$ cat src/rtl/sim_step_timer_pkg.sv
`default_nettype none
// ============================================================================
// sim_step_timer_pkg : widths shared with the ctrl_time_* step-event controllers
// Revision: 1.0
// ============================================================================
package sim_step_timer_pkg;
  localparam int EXTENDED_SINGLE = 64;
  localparam int CNT_W_DEFAULT   = 12;
  localparam int DIV_W_DEFAULT   = 16;
endpackage
`default_nettype wire

$ cat src/rtl/sim_step_timer_step_divider.sv
`default_nettype none
// ============================================================================
// step_divider : loadable modulo counter (0..last_i) with a terminal pulse
// Revision: 1.0
// ============================================================================
module step_divider
  import sim_step_timer_pkg::*;
#(
  parameter int W = DIV_W_DEFAULT
) (
  input  logic         clk,
  input  logic         rst,
  input  logic         clr_i,
  input  logic         en_i,
  input  logic [W-1:0] last_i,
  output logic [W-1:0] cnt_o,
  output logic         wrap_o
);

  logic [W-1:0] cnt_q, cnt_d;
  logic         term;

  assign term   = (cnt_q == last_i);
  assign wrap_o = en_i && !clr_i && term;
  assign cnt_o  = cnt_q;

  always_comb begin
    cnt_d = cnt_q;
    if (clr_i) begin
      cnt_d = '0;
    end else if (en_i) begin
      cnt_d = term ? '0 : cnt_q + 1'b1;
    end
  end

  always_ff @(posedge clk) begin
    if (rst) begin
      cnt_q <= '0;
    end else begin
      cnt_q <= cnt_d;
    end
  end

endmodule
`default_nettype wire

$ cat src/rtl/sim_step_timer.sv
`default_nettype none
// ============================================================================
// sim_step_timer : paced step counter, downstream clear and double-buffered
//                  event (time, value) for the ctrl_time_* controllers
// Revision: 1.0
// ============================================================================
module sim_step_timer
  import sim_step_timer_pkg::*;
#(
  parameter int CNT_W = CNT_W_DEFAULT,
  parameter int DIV_W = DIV_W_DEFAULT,
  parameter int VAL_W = EXTENDED_SINGLE
) (
  input  logic             clk,
  input  logic             sta,
  input  logic             start,
  input  logic             stop,
  input  logic [DIV_W-1:0] step_div,
  input  logic [CNT_W-1:0] n_steps,
  input  logic             cfg_we,
  input  logic [CNT_W-1:0] cfg_time,
  input  logic [VAL_W-1:0] cfg_value,
  output logic             sim_sta,
  output logic [CNT_W-1:0] counter,
  output logic             step_stb,
  output logic             wrap,
  output logic [CNT_W-1:0] time_1,
  output logic [VAL_W-1:0] value_1,
  output logic             busy
);

  localparam logic [1:0] S_IDLE     = 2'd0;
  localparam logic [1:0] S_ARM      = 2'd1;
  localparam logic [1:0] S_RUN      = 2'd2;
  localparam logic [1:0] S_STOPPING = 2'd3;

  logic [1:0]       state_q, state_d;
  logic             running, arm, boundary, cnt_wrap, commit;
  logic             sim_sta_d, busy_d;
  logic             sim_sta_q, busy_q, step_stb_q, wrap_q, dirty_q;
  logic [DIV_W-1:0] div_l_q, div_cnt_unused;
  logic [CNT_W-1:0] n_l_q, wrap_last;
  logic [CNT_W-1:0] shadow_time_q, time_q;
  logic [VAL_W-1:0] shadow_value_q, value_q;

  assign running   = (state_q == S_RUN) || (state_q == S_STOPPING);
  // n_l = 0 wraps at all-ones, which the modular subtraction gives for free
  assign wrap_last = n_l_q - 1'b1;

  step_divider #(.W(DIV_W)) u_div (
    .clk    (clk),
    .rst    (sta),
    .clr_i  (!running),
    .en_i   (running),
    .last_i (div_l_q),
    .cnt_o  (div_cnt_unused),
    .wrap_o (boundary)
  );

  step_divider #(.W(CNT_W)) u_step (
    .clk    (clk),
    .rst    (sta),
    .clr_i  (!running),
    .en_i   (boundary),
    .last_i (wrap_last),
    .cnt_o  (counter),
    .wrap_o (cnt_wrap)
  );

  always_ff @(posedge clk) begin
    if (sta) begin
      state_q <= S_IDLE;
    end else begin
      state_q <= state_d;
    end
  end

  always_comb begin
    state_d = state_q;
    case (state_q)
      S_IDLE:     if (start) state_d = S_ARM;
      S_ARM:      state_d = S_RUN;
      S_RUN:      if (stop) state_d = S_STOPPING;
      S_STOPPING: if (boundary) state_d = S_IDLE;
      default:    state_d = S_IDLE;
    endcase
  end

  // The final step of a graceful stop stays visible for one cycle before the clear
  always_comb begin
    arm       = (state_q == S_ARM);
    sim_sta_d = (state_q == S_IDLE);
    busy_d    = (state_d != S_IDLE) || (state_q == S_STOPPING);
    commit    = arm || (boundary && dirty_q);
  end

  always_ff @(posedge clk) begin
    if (sta) begin
      sim_sta_q      <= 1'b1;
      busy_q         <= 1'b0;
      step_stb_q     <= 1'b0;
      wrap_q         <= 1'b0;
      div_l_q        <= '0;
      n_l_q          <= '0;
      shadow_time_q  <= '0;
      shadow_value_q <= '0;
      dirty_q        <= 1'b0;
      time_q         <= '0;
      value_q        <= '0;
    end else begin
      sim_sta_q  <= sim_sta_d;
      busy_q     <= busy_d;
      step_stb_q <= boundary;
      wrap_q     <= cnt_wrap;
      if (arm) begin
        div_l_q <= step_div;
        n_l_q   <= n_steps;
      end
      if (cfg_we) begin
        shadow_time_q  <= cfg_time;
        shadow_value_q <= cfg_value;
      end
      // A write racing a commit leaves the new shadow pending for the next step
      dirty_q <= cfg_we | (dirty_q & ~commit);
      if (commit) begin
        time_q  <= shadow_time_q;
        value_q <= shadow_value_q;
      end
    end
  end

  assign sim_sta  = sim_sta_q;
  assign busy     = busy_q;
  assign step_stb = step_stb_q;
  assign wrap     = wrap_q;
  assign time_1   = time_q;
  assign value_1  = value_q;

endmodule
`default_nettype wire

$ cat config.mk
export PLATFORM = sky130hd
export DESIGN_NAME = sim_step_timer
export DESIGN_NICKNAME = d
export VERILOG_FILES = /design/src/rtl/sim_step_timer_pkg.sv /design/src/rtl/sim_step_timer_step_divider.sv /design/src/rtl/sim_step_timer.sv
export SDC_FILE = /design/constraint.sdc
export NUM_CORES = 1
export LEC_CHECK = 0
export ABC_AREA = 1
export BUFFER_PORTS_ARGS = -buffer_cell sky130_fd_sc_hd__buf_2
export CAP_MARGIN = 20
export CORE_ASPECT_RATIO = 0.75
export CORE_MARGIN = 2
export CORE_UTILIZATION = 27
export CTS_CLUSTER_SIZE = 25
export DETAILED_ROUTE_END_ITERATION = 12
export PLACE_DENSITY = 0.56
export SYNTH_ARGS = -nofsm -noshare
export SYNTH_HDL_FRONTEND = slang
export SYNTH_SLANG_ARGS = --single-unit
$ cat constraint.sdc
create_clock -name clk -period 4.9 [get_ports clk]
set_input_delay 0.735 -clock clk [delete_from_list [all_inputs] [get_ports clk]]
set_output_delay 0.735 -clock clk [all_outputs]
set_load 0.01 [all_outputs]
==> After elaboration in Yosys (flattened, before gate mapping) <==
Cells that the tools add are included.
Widths: inputs -> output; s select.
{ "totals": {"in_bits": 109, "rom_bits": 0, "ram_bits": 0, "output_inout_bits": 92, "latchBits": 0, "mem_count": 0, "ff_bits": 215} }
{ "classes": {"n_reduce_logical": 11, "eq_ne": 5, "shifts": 0, "n_div": 0, "n_mul": 0, "bitwise_logic": 4, "mux": 5, "addsub": 3, "magnitude_cmp": 0} }
{ "ops": {"columns": ["op", "n"], "rows": [
  ["$add 16x1->16 const B", 1],
  ["$eq 16x16->1", 1],
  ["$add 12x1->12 const B", 1],
  ["$eq 12x12->1", 1],
  ["$mux 12", 1],
  ["$sub 12x1->12 const B", 1],
  ["$pmux 2 s4", 1],
  ["$mux 2", 3],
  ["$eq 2x2->1 const B", 2],
  ["$logic_and 1x1->1", 4],
  ["$logic_or 1x1->1", 3],
  ["$reduce_or 3->1", 1],
  ["$eq 2x1->1 const B", 1],
  ["$logic_not 2->1", 1],
  ["$not 1->1", 2],
  ["$reduce_bool 2->1", 1],
  ["$reduce_or 2->1", 1],
  ["$and 1x1->1", 1],
  ["$or 1x1->1", 1]
]} }

==> Longest topological paths before layout <==
Gate-level depths: netlist (run 1).
{ "depth": {"depth_word": 8, "depth_mapped": 16, "depth_no_buf": 15} }

==> Hierarchy <==
Synthesis (run 1) repeated with hierarchy kept, for this count alone.
{ "hier_totals": {"hier_cells": 1169, "hier_area_um2": 8559.5} }
{ "modules_own_cells": {"columns": ["mod", "cells_per_inst", "instances", "seq_area_each_um2", "area_each_um2"], "rows": [
  ["sim_step_timer", 852, 1, 3743.6, 6642.6],
  ["step_divider (u_div)", 182, 1, 320.3, 1112.3],
  ["step_divider (u_step)", 135, 1, 240.2, 804.5]
]} }

==> Worst setup path after synthesis (run 1) <==
No wires, ideal clock.
{ "synth_timing": {"kind": "register -> register", "from": "register n_l_q[0]", "to": "register u_step.cnt_q[1] (netlist: u_step.cnt_o[1])", "synth_period_minus_slack_ps": 1777, "path_stages_with_launch": 16, "setup_time_ps": 118, "path_slack_ps": 3123, "t_required_ps": 4782, "arrival_time_ps": 1659, "cell_sequence": "dfxtp_1 > inv_1 > ha_1 > nand2_1 > inv_1 > nor2_1 > nand2_1 > nor2_1 > nand2_1 > nor2_1 > nand2_1 > nor2_1 > nand4_1 > nand2_1 > buf_2 > nor2_1"} }
{ "synth_via": {"elab_chain_cells": 3} }
{ "synth_rtl": {"columns": ["element", "line", "source"], "rows": [
  ["start: declaration", "sim_step_timer.sv:42", "logic [CNT_W-1:0] n_l_q, wrap_last;"],
  ["start signal: assignment", "sim_step_timer.sv:117", "n_l_q <= n_steps;"],
  ["$sub 12x1->12", "sim_step_timer.sv:48", "assign wrap_last = n_l_q - 1'b1;"],
  ["$eq 12x12->1", "sim_step_timer_step_divider.sv:23", "assign term = (cnt_q == last_i);"],
  ["$mux 12", "sim_step_timer_step_divider.sv:32", "cnt_d = term ? '0 : cnt_q + 1'b1;"],
  ["end signal: assignment", "sim_step_timer_step_divider.sv:40", "cnt_q <= cnt_d;"],
  ["end: declaration", "sim_step_timer_step_divider.sv:20", "logic [W-1:0] cnt_q, cnt_d;"]
]} }
No other way between the ends.
A chain may end at the register's enable or synchronous reset.

==> Final worst setup path (run 1) <==
{ "layout_timing": {"from": "register u_div.cnt_q[12] (netlist: u_div.cnt_o[12])", "to": "register time_q[8] (netlist: time_1[8])"} }
{ "layout_via": {"elab_chain_cells": 4} }
{ "layout_rtl": {"columns": ["element", "line", "source"], "rows": [
  ["start: declaration", "sim_step_timer_step_divider.sv:20", null],
  ["start signal: assignment", "sim_step_timer_step_divider.sv:40", null],
  ["$eq 16x16->1", "sim_step_timer_step_divider.sv:23", null],
  ["$logic_and 1x1->1", "sim_step_timer_step_divider.sv:24", "assign wrap_o = en_i && !clr_i && term;"],
  ["$logic_and 1x1->1", "sim_step_timer.sv:94", "commit = arm || (boundary && dirty_q);"],
  ["$logic_or 1x1->1", "sim_step_timer.sv:94", null],
  ["end signal: assignment", "sim_step_timer.sv:126", "time_q <= shadow_time_q;"],
  ["end: declaration", "sim_step_timer.sv:43", "logic [CNT_W-1:0] shadow_time_q, time_q;"]
]} }
No other way between the ends.

==> results_dict.tcl, run 1 <==
set metrics [dict create \
    finalWeightedCongestion 0.902 \
    leakage_uw 0.00508 \
    grt_usage_pct 14.4 \
    timing.final.hold_violations 0 \
    ys_ff_latch 215 \
    vias 7984 \
    detailedRoute.firstIterationViolations 433 \
    initial_utilization_pct 27.5 \
    final_min_period_over_clock_period_pct 57.1 \
    synth-main-ff-cell "dfxtp_1" \
    grt_first_pass_wirelength_um 39700 \
    post-synth-top-area-cell "dfxtp_1" \
    worst-setup-path-type "reg2reg" \
    portBuffers 200 \
    antenna_found_initial 4 \
    floorplan.die_area_um2 33600 \
    die_h_um 159 \
    max-slew-margin-rel_pct 42.0 \
    cts_setup_buffers 0 \
    grt_max_degree 125 \
    synth_top_cell_area_share_pct 49.7 \
    i_o_pins 201 \
    worstReg2RegStart "u_div.cnt_o[12]$_SDFF_PP0_" \
    power_uw 4500 \
    post_synth_instance_area_um2 8670 \
    final.min_clock_period_ns 2.80 \
    place.detailed.hpwl_um 15900 \
    layout.filler_cells 3422 \
    cpPeakStageDelay_ns 0.54 \
    crit-reg2reg-capture "time_1[8]$_SDFFE_PP0P_" \
    yosysWarnings 0 \
    final.hold.worst_slack_ns 0.432 \
    path_clk_slew_ns 0.06 \
    drt_pre_antenna_iters 5 \
    ys_seq_area_share_pct 49.7 \
    post-route-util_pct 34.2 \
    synth_nets 1303 \
    postPlaceCellArea_um2 9940 \
    post_route_cells_drive_above_1_share_pct 22.0 \
    fp.coreArea_um2 31500 \
    hold-path-endpoint "shadow_value_q[6]$_SDFFE_PP0P_" \
    first_global_vias 7737 \
    design.final.nets 1479 \
    type_of_the_worst_min_delay_path "in2reg" \
    timing.final.setup_violations 0 \
    worstSetupEndpointType "flop" \
    clk_path_buf_depth 3 \
    worstSetupStartpointType "flop" \
    final_antenna_net_count 0 \
    worstPathArrival_ns 3.21 \
    ys_top_cells_by_count "350 x nor2_1, 215 x dfxtp_1, 176 x o21ai_0" \
    synthesis.instances 1191 \
    worst_slew_pin_slew_ns 0.868 \
    drc_errors 0 \
    post_cts_resized 0 \
    layer_with_the_highest_usage "met2" \
    cts_hold_buffers 0 \
    wire_per_inst_um 13.7 \
    synth_edf_count 0 \
    root_buffer "clkbuf_16" \
    hold_depth 3 \
    cp_data_required_time_ns 5.31 \
    postRouteWirelength_um 24500 \
    h-tree-depth 1 \
    synthMostInstantiatedCell "nor2_1" \
    cts_made_buffers 24 \
    maxSlewViolCount 0 \
    tritoncts "done" \
    worst-path-max-fanout 51 \
    cellPowerDensity_nw_per_um2 419 \
    grtUsageMet1_pct 18.9 \
    vdd.ir_drop.worst_uv 266 \
    rsz_0062_raised_after_global_routing "no" \
    grt.met3_usage_pct 5.25 \
    timing.reg2reg.worst_path_depth 14 \
    core.rowCount 56 \
    globalRouteOverflowTotal 0 \
    drt-vias-per-instance 4.46 \
    post-route-cell-area_um2 10700 \
    ff2ff_setup_slack_ns 2.10 \
    worst_skew_pair.late_latency_ns 0.52 \
    tritoncts_num_sinks 215 \
    min_from "cfg_value[6]" \
    yosys.cell_types.count 33 \
    die_w_um 211 \
    timing.setup.tns_ns 0 \
    postSynthAreaPerCell_um2 7.28 \
    synthTopCellsByArea "dfxtp_1 50%, nor2_1 15%, o21ai_0 10%" \
    layout-area-overhead-vs-synth_pct 24.0 \
    outcome "finished clean" \
    fin_worst_skew_ns 0.00856 \
    max_freq_mhz 357 \
    critical_path.slowest_cell "buf_4" \
    postSynth.asyncResetShare_pct 0 \
    cap_viol_max_count 0 \
    path_cells "inv_1 > nand2_1 > nand2_1 > nor2_1 > nand2_1 > nor2_2 > nand2_2 > nor2_8 > nand2_2 > nand2_4 > clkinv_2 > buf_4 > nor2_1 > nor2_1" \
    met2_usage_pct 22.7 \
]
[worst max path at each step]
| stage | startpoint | cells past startpoint | to |
|---|---|---|---|
| after CTS | u_div.cnt_o[4]$_SDFF_PP0_ | 14 | time_1[8]$_SDFFE_PP0P_ |
| after floorplan | n_l_q[0]$_SDFFE_PP0P_ | 15 | u_step.cnt_o[1]$_SDFFE_PP0P_ |
| final | u_div.cnt_o[12]$_SDFF_PP0_ | 14 | time_1[8]$_SDFFE_PP0P_ |
| after global placement | u_div.cnt_o[4]$_SDFF_PP0_ | 14 | time_1[8]$_SDFFE_PP0P_ |
| after global routing | u_div.cnt_o[4]$_SDFF_PP0_ | 14 | time_1[8]$_SDFFE_PP0P_ |
| after detailed placement | u_div.cnt_o[4]$_SDFF_PP0_ | 14 | time_1[8]$_SDFFE_PP0P_ |
[kinds of logic (layout without fill, tap and decap cells)]
kind of cell / count (synthesis) / after routing / share of synthesized area (%)
compound gates: 229 / 229 / 13.6
xor+xnor: 14 / 14 / 1.41
fa+ha+maj: 3 / 3 / 0.433
buf+inv: 141 / 334 / 7.03
flops: 215 / 215 / 49.7
other cells: 0 / 1 / 0
simple gates: 589 / 589 / 27.9
[flip-flops by register name, summed over array words and instances, names as in the netlist]
signal	cells
busy	1
time_1	12
n_l_q	12
state_q	2
step_stb	1
shadow_time_q	12
shadow_value_q	64
div_l_q	16
u_div.cnt_o	16
u_step.cnt_o	12
sim_sta	1
value_1	64
wrap	1
dirty_q	1
[metrics by stage]
step,instances,worst slack (ns)
CTS,1789,2.06
finish,1791,2.10
global placement,1746,2.09
floorplan,1191,3.12
global route,1790,1.74
detailed placement,1746,2.06
[power by group]
group	internal [uW]	switching [uW]	leakage, uW
Sequential	1910	86.5	0.00177
Clock	1060	727	0.000389
Combinational	257	465	0.00292
[metal layers]
layer / routed length, um / up-vias / share of wire, %
li1: - / 4122 / -
met1: 11500 / 3637 / 47
met2: 10500 / 189 / 43
met3: 2040 / 32 / 8.3
met4: 451 / 4 / 1.8
met5: 24 / - / 0.098
[critical path, delay by kind of cell, from the launching register on]
| family | cells | cell delay, ns |
|---|---|---|
| AND/OR/NAND/NOR | 11 | 1.18 |
| flip-flops | 1 | 0.38 |
| buffers and inverters | 3 | 1.04 |
[final cells by class]
cell class                      count  area, um^2  area share, %
Tap cell                          406         508           4.73
Timing Repair Buffer              210        1100           10.2
Clock buffer                       36         717           6.67
Sequential cell                   215        4300           40.0
Clock inverter                      7        60.1          0.559
Multi-Input combinational cell    835        3750           34.9
Inverter                           81         308           2.86
Antenna cell                        1        2.50         0.0233
[cells in the final DEF (no fill, tap or decap), types with 25 or more instances in the layout]
master	count
a21oi_1	31
buf_2	200
clkbuf_16	25
dfxtp_1	215
inv_1	70
nand2_1	148
nand3_1	27
nor2_1	350
nor2_2	42
o21ai_0	176
Power figures use the tool's default switching activity.
==> run 2, diff against run 1 <==
- clock period: 4.9 -> 2.7 ns (I/O delays scaled with it)
==> run 2 against run 1 <==
Flip-flop and latch count did not move. Critical endpoint is now time_1[3]$_SDFFE_PP0P_. Critical path type unchanged. Critical path depth did not move. Clock-buffer cell count did not move.
==> results_dict.tcl, run 2 (synthesized netlist as in run 1, its figures left out) <==
set metrics [dict create \
    outcome "finished clean" \
    crit_cells 14 \
    final_cell_mix "350 x nor2_1, 215 x dfxtp_1, 200 x buf_2" \
    finalWeightedCongestion 0.843 \
    cp_data_required_time_ns 3.12 \
    crit_top_cell "nor2_1" \
    portBuffers 200 \
    most_common_library_cell_in_the_layout_ignoring_fill_and_taps "nor2_1" \
    worst-path-max-fanout 76 \
    root_buffer "clkbuf_16" \
    fp.coreArea_um2 31500 \
    max-slew-margin-rel_pct 48.0 \
    place_inst 1748 \
    final.hold.worst_slack_ns 0.0889 \
    path_clk_slew_ns 0.06 \
    type_of_the_worst_min_delay_path "in2reg" \
    worst_skew_pair.late_latency_ns 0.53 \
    worst-setup-path-type "reg2reg" \
    globalRouteOverflowTotal 0 \
    worstSetupEndpointType "flop" \
    timing.final.hold_violations 0 \
    switching_share_pct 28.3 \
    clk_path_buf_depth 3 \
    fin_cells 1791 \
    cpPeakStageDelay_ns 0.41 \
    rsz_0062_raised_after_global_routing "no" \
    final.min_clock_period_ns 2.18 \
    worst_slew_pin_slew_ns 0.781 \
    cts_made_buffers 24 \
    antenna_found_initial 4 \
    cellInternalPower_uw 5910 \
    hold_depth 3 \
    reg_power_share_pct 44.0 \
    timing.reg2reg.worst_path_depth 14 \
    cts_hold_buffers 0 \
    post-route-util_pct 34.3 \
    drt-vias-per-instance 4.47 \
    maxSlewViolCount 0 \
    share_comb_of_total_power_pct 16.0 \
    post_route_cells_drive_above_1_share_pct 21.9 \
    grt_first_pass_wirelength_um 38900 \
    place.detailed.hpwl_um 16300 \
    leakage_uw 0.00509 \
    vias 8012 \
    postRouteWirelength_um 24400 \
    h-tree-depth 1 \
    cts_setup_buffers 0 \
    cap_viol_max_count 0 \
    die_w_um 211 \
    final_min_period_over_clock_period_pct 80.8 \
    grt_usage_pct 14.1 \
    detailedRoute.firstIterationViolations 473 \
    worstSetupStartpointType "flop" \
    die_h_um 159 \
    worstPathArrival_ns 2.61 \
    floorplan.die_area_um2 33600 \
    drc_errors 0 \
    power_uw 8240 \
    vdd.ir_drop.worst_uv 484 \
    tritoncts "done" \
    initial_utilization_pct 27.5 \
    p_sw_uw 2330 \
    path_cells "nand2_1 > clkinv_1 > nor2_1 > nor2_1 > nand2_1 > nor2_1 > nand2_2 > nor2_8 > nand2_2 > nand2_4 > clkinv_2 > buf_12 > nor2_1 > nor2_1" \
    first_global_vias 7410 \
    post_cts_resized 0 \
    timing.final.setup_violations 0 \
    path_delay_family "simple AND/OR/NAND/NOR gates" \
    fin_worst_skew_ns 0.0213 \
    tritoncts_num_sinks 215 \
    critical_path.slowest_cell "dfxtp_1" \
    design.final.nets 1480 \
    final_antenna_net_count 0 \
    i_o_pins 201 \
    critPathBufInv 3 \
    grt_max_degree 77 \
    cellPowerDensity_nw_per_um2 763 \
    max_freq_mhz 458 \
    timing.setup.tns_ns 0 \
    core.rowCount 56 \
    drt_pre_antenna_iters 5 \
    clock_power_share_pct 40.1 \
    layout-area-overhead-vs-synth_pct 24.6 \
    wire_per_inst_um 13.6 \
]
==> run 2: changes by cell type in the layout (fill, tap and decap cells not counted) <==
cell | before | now
clkinvlp_4 | 0 | 1
clkbuf_16 | 25 | 24
buf_16 | 1 | 0
buf_12 | 0 | 4
inv_6 | 0 | 1
clkbuf_1 | 6 | 7
buf_4 | 9 | 7
clkinv_8 | 0 | 1
bufinv_16 | 1 | 2
clkinv_2 | 7 | 2
==> run 2: routing by layer <==
metal | track usage, % | routed length [um]
met1 | 20.1 | 12200
met3 | 3.91 | 1600
met5 | 0 | 13
met2 | 21.4 | 10200
met4 | 2.53 | 374
==> run 2: power by group through the flow <==
stage          registers [uW]  logic (uW)  clock network, uW
2_1_floorplan            3720         819                  0
3_3_place_gp             3690        1310                  0
3_5_place_dp             3690        1320                  0
4_1_cts                  3620        1330               3390
5_1_grt                  3660        1490               3540
6_report                 3620        1320               3300
==> run 2: layout make-up <==
type,instances,area [um^2]
repair buffers,211,1130
flip-flops and latches,215,4300
clock inverters,6,97.6
clock buffers,36,696
diodes,1,2.50
fillers,3310,20700
well taps,406,508
inverters,81,308
multi-input cells,835,3750
==> run 2: worst paths after layout <==
kind	endpoint	slack, ns	from
setup / recovery	time_1[3]$_SDFFE_PP0P_	0.52	u_div.cnt_o[4]$_SDFF_PP0_
hold / removal	shadow_value_q[6]$_SDFFE_PP0P_	0.09	cfg_value[6]
setup reg to reg	time_1[3]$_SDFFE_PP0P_	0.52	u_div.cnt_o[4]$_SDFF_PP0_
hold reg to reg	div_l_q[9]$_SDFFE_PP0P_	0.47	div_l_q[9]$_SDFFE_PP0P_
==> run 2: stage by stage <==
step / area, um^2 / setup WS [ns]
2_1_floorplan: 8670 / 0.923
3_3_place_gp: 10000 / 0.547
3_5_place_dp: 10000 / 0.489
4_1_cts: 10800 / 0.497
5_1_grt: 10800 / 0.214
6_report: 10800 / 0.518
==> run 2: worst reg2reg max path, cell delays in order (launching register included) <==
cell      delay [ns]
dfxtp_1         0.41
nand2_1         0.09
clkinv_1        0.05
nor2_1          0.05
nor2_1          0.09
nand2_1         0.06
nor2_1          0.15
nand2_2         0.14
nor2_8          0.18
nand2_2         0.08
nand2_4         0.19
clkinv_2        0.11
buf_12          0.26
nor2_1          0.18
nor2_1          0.06
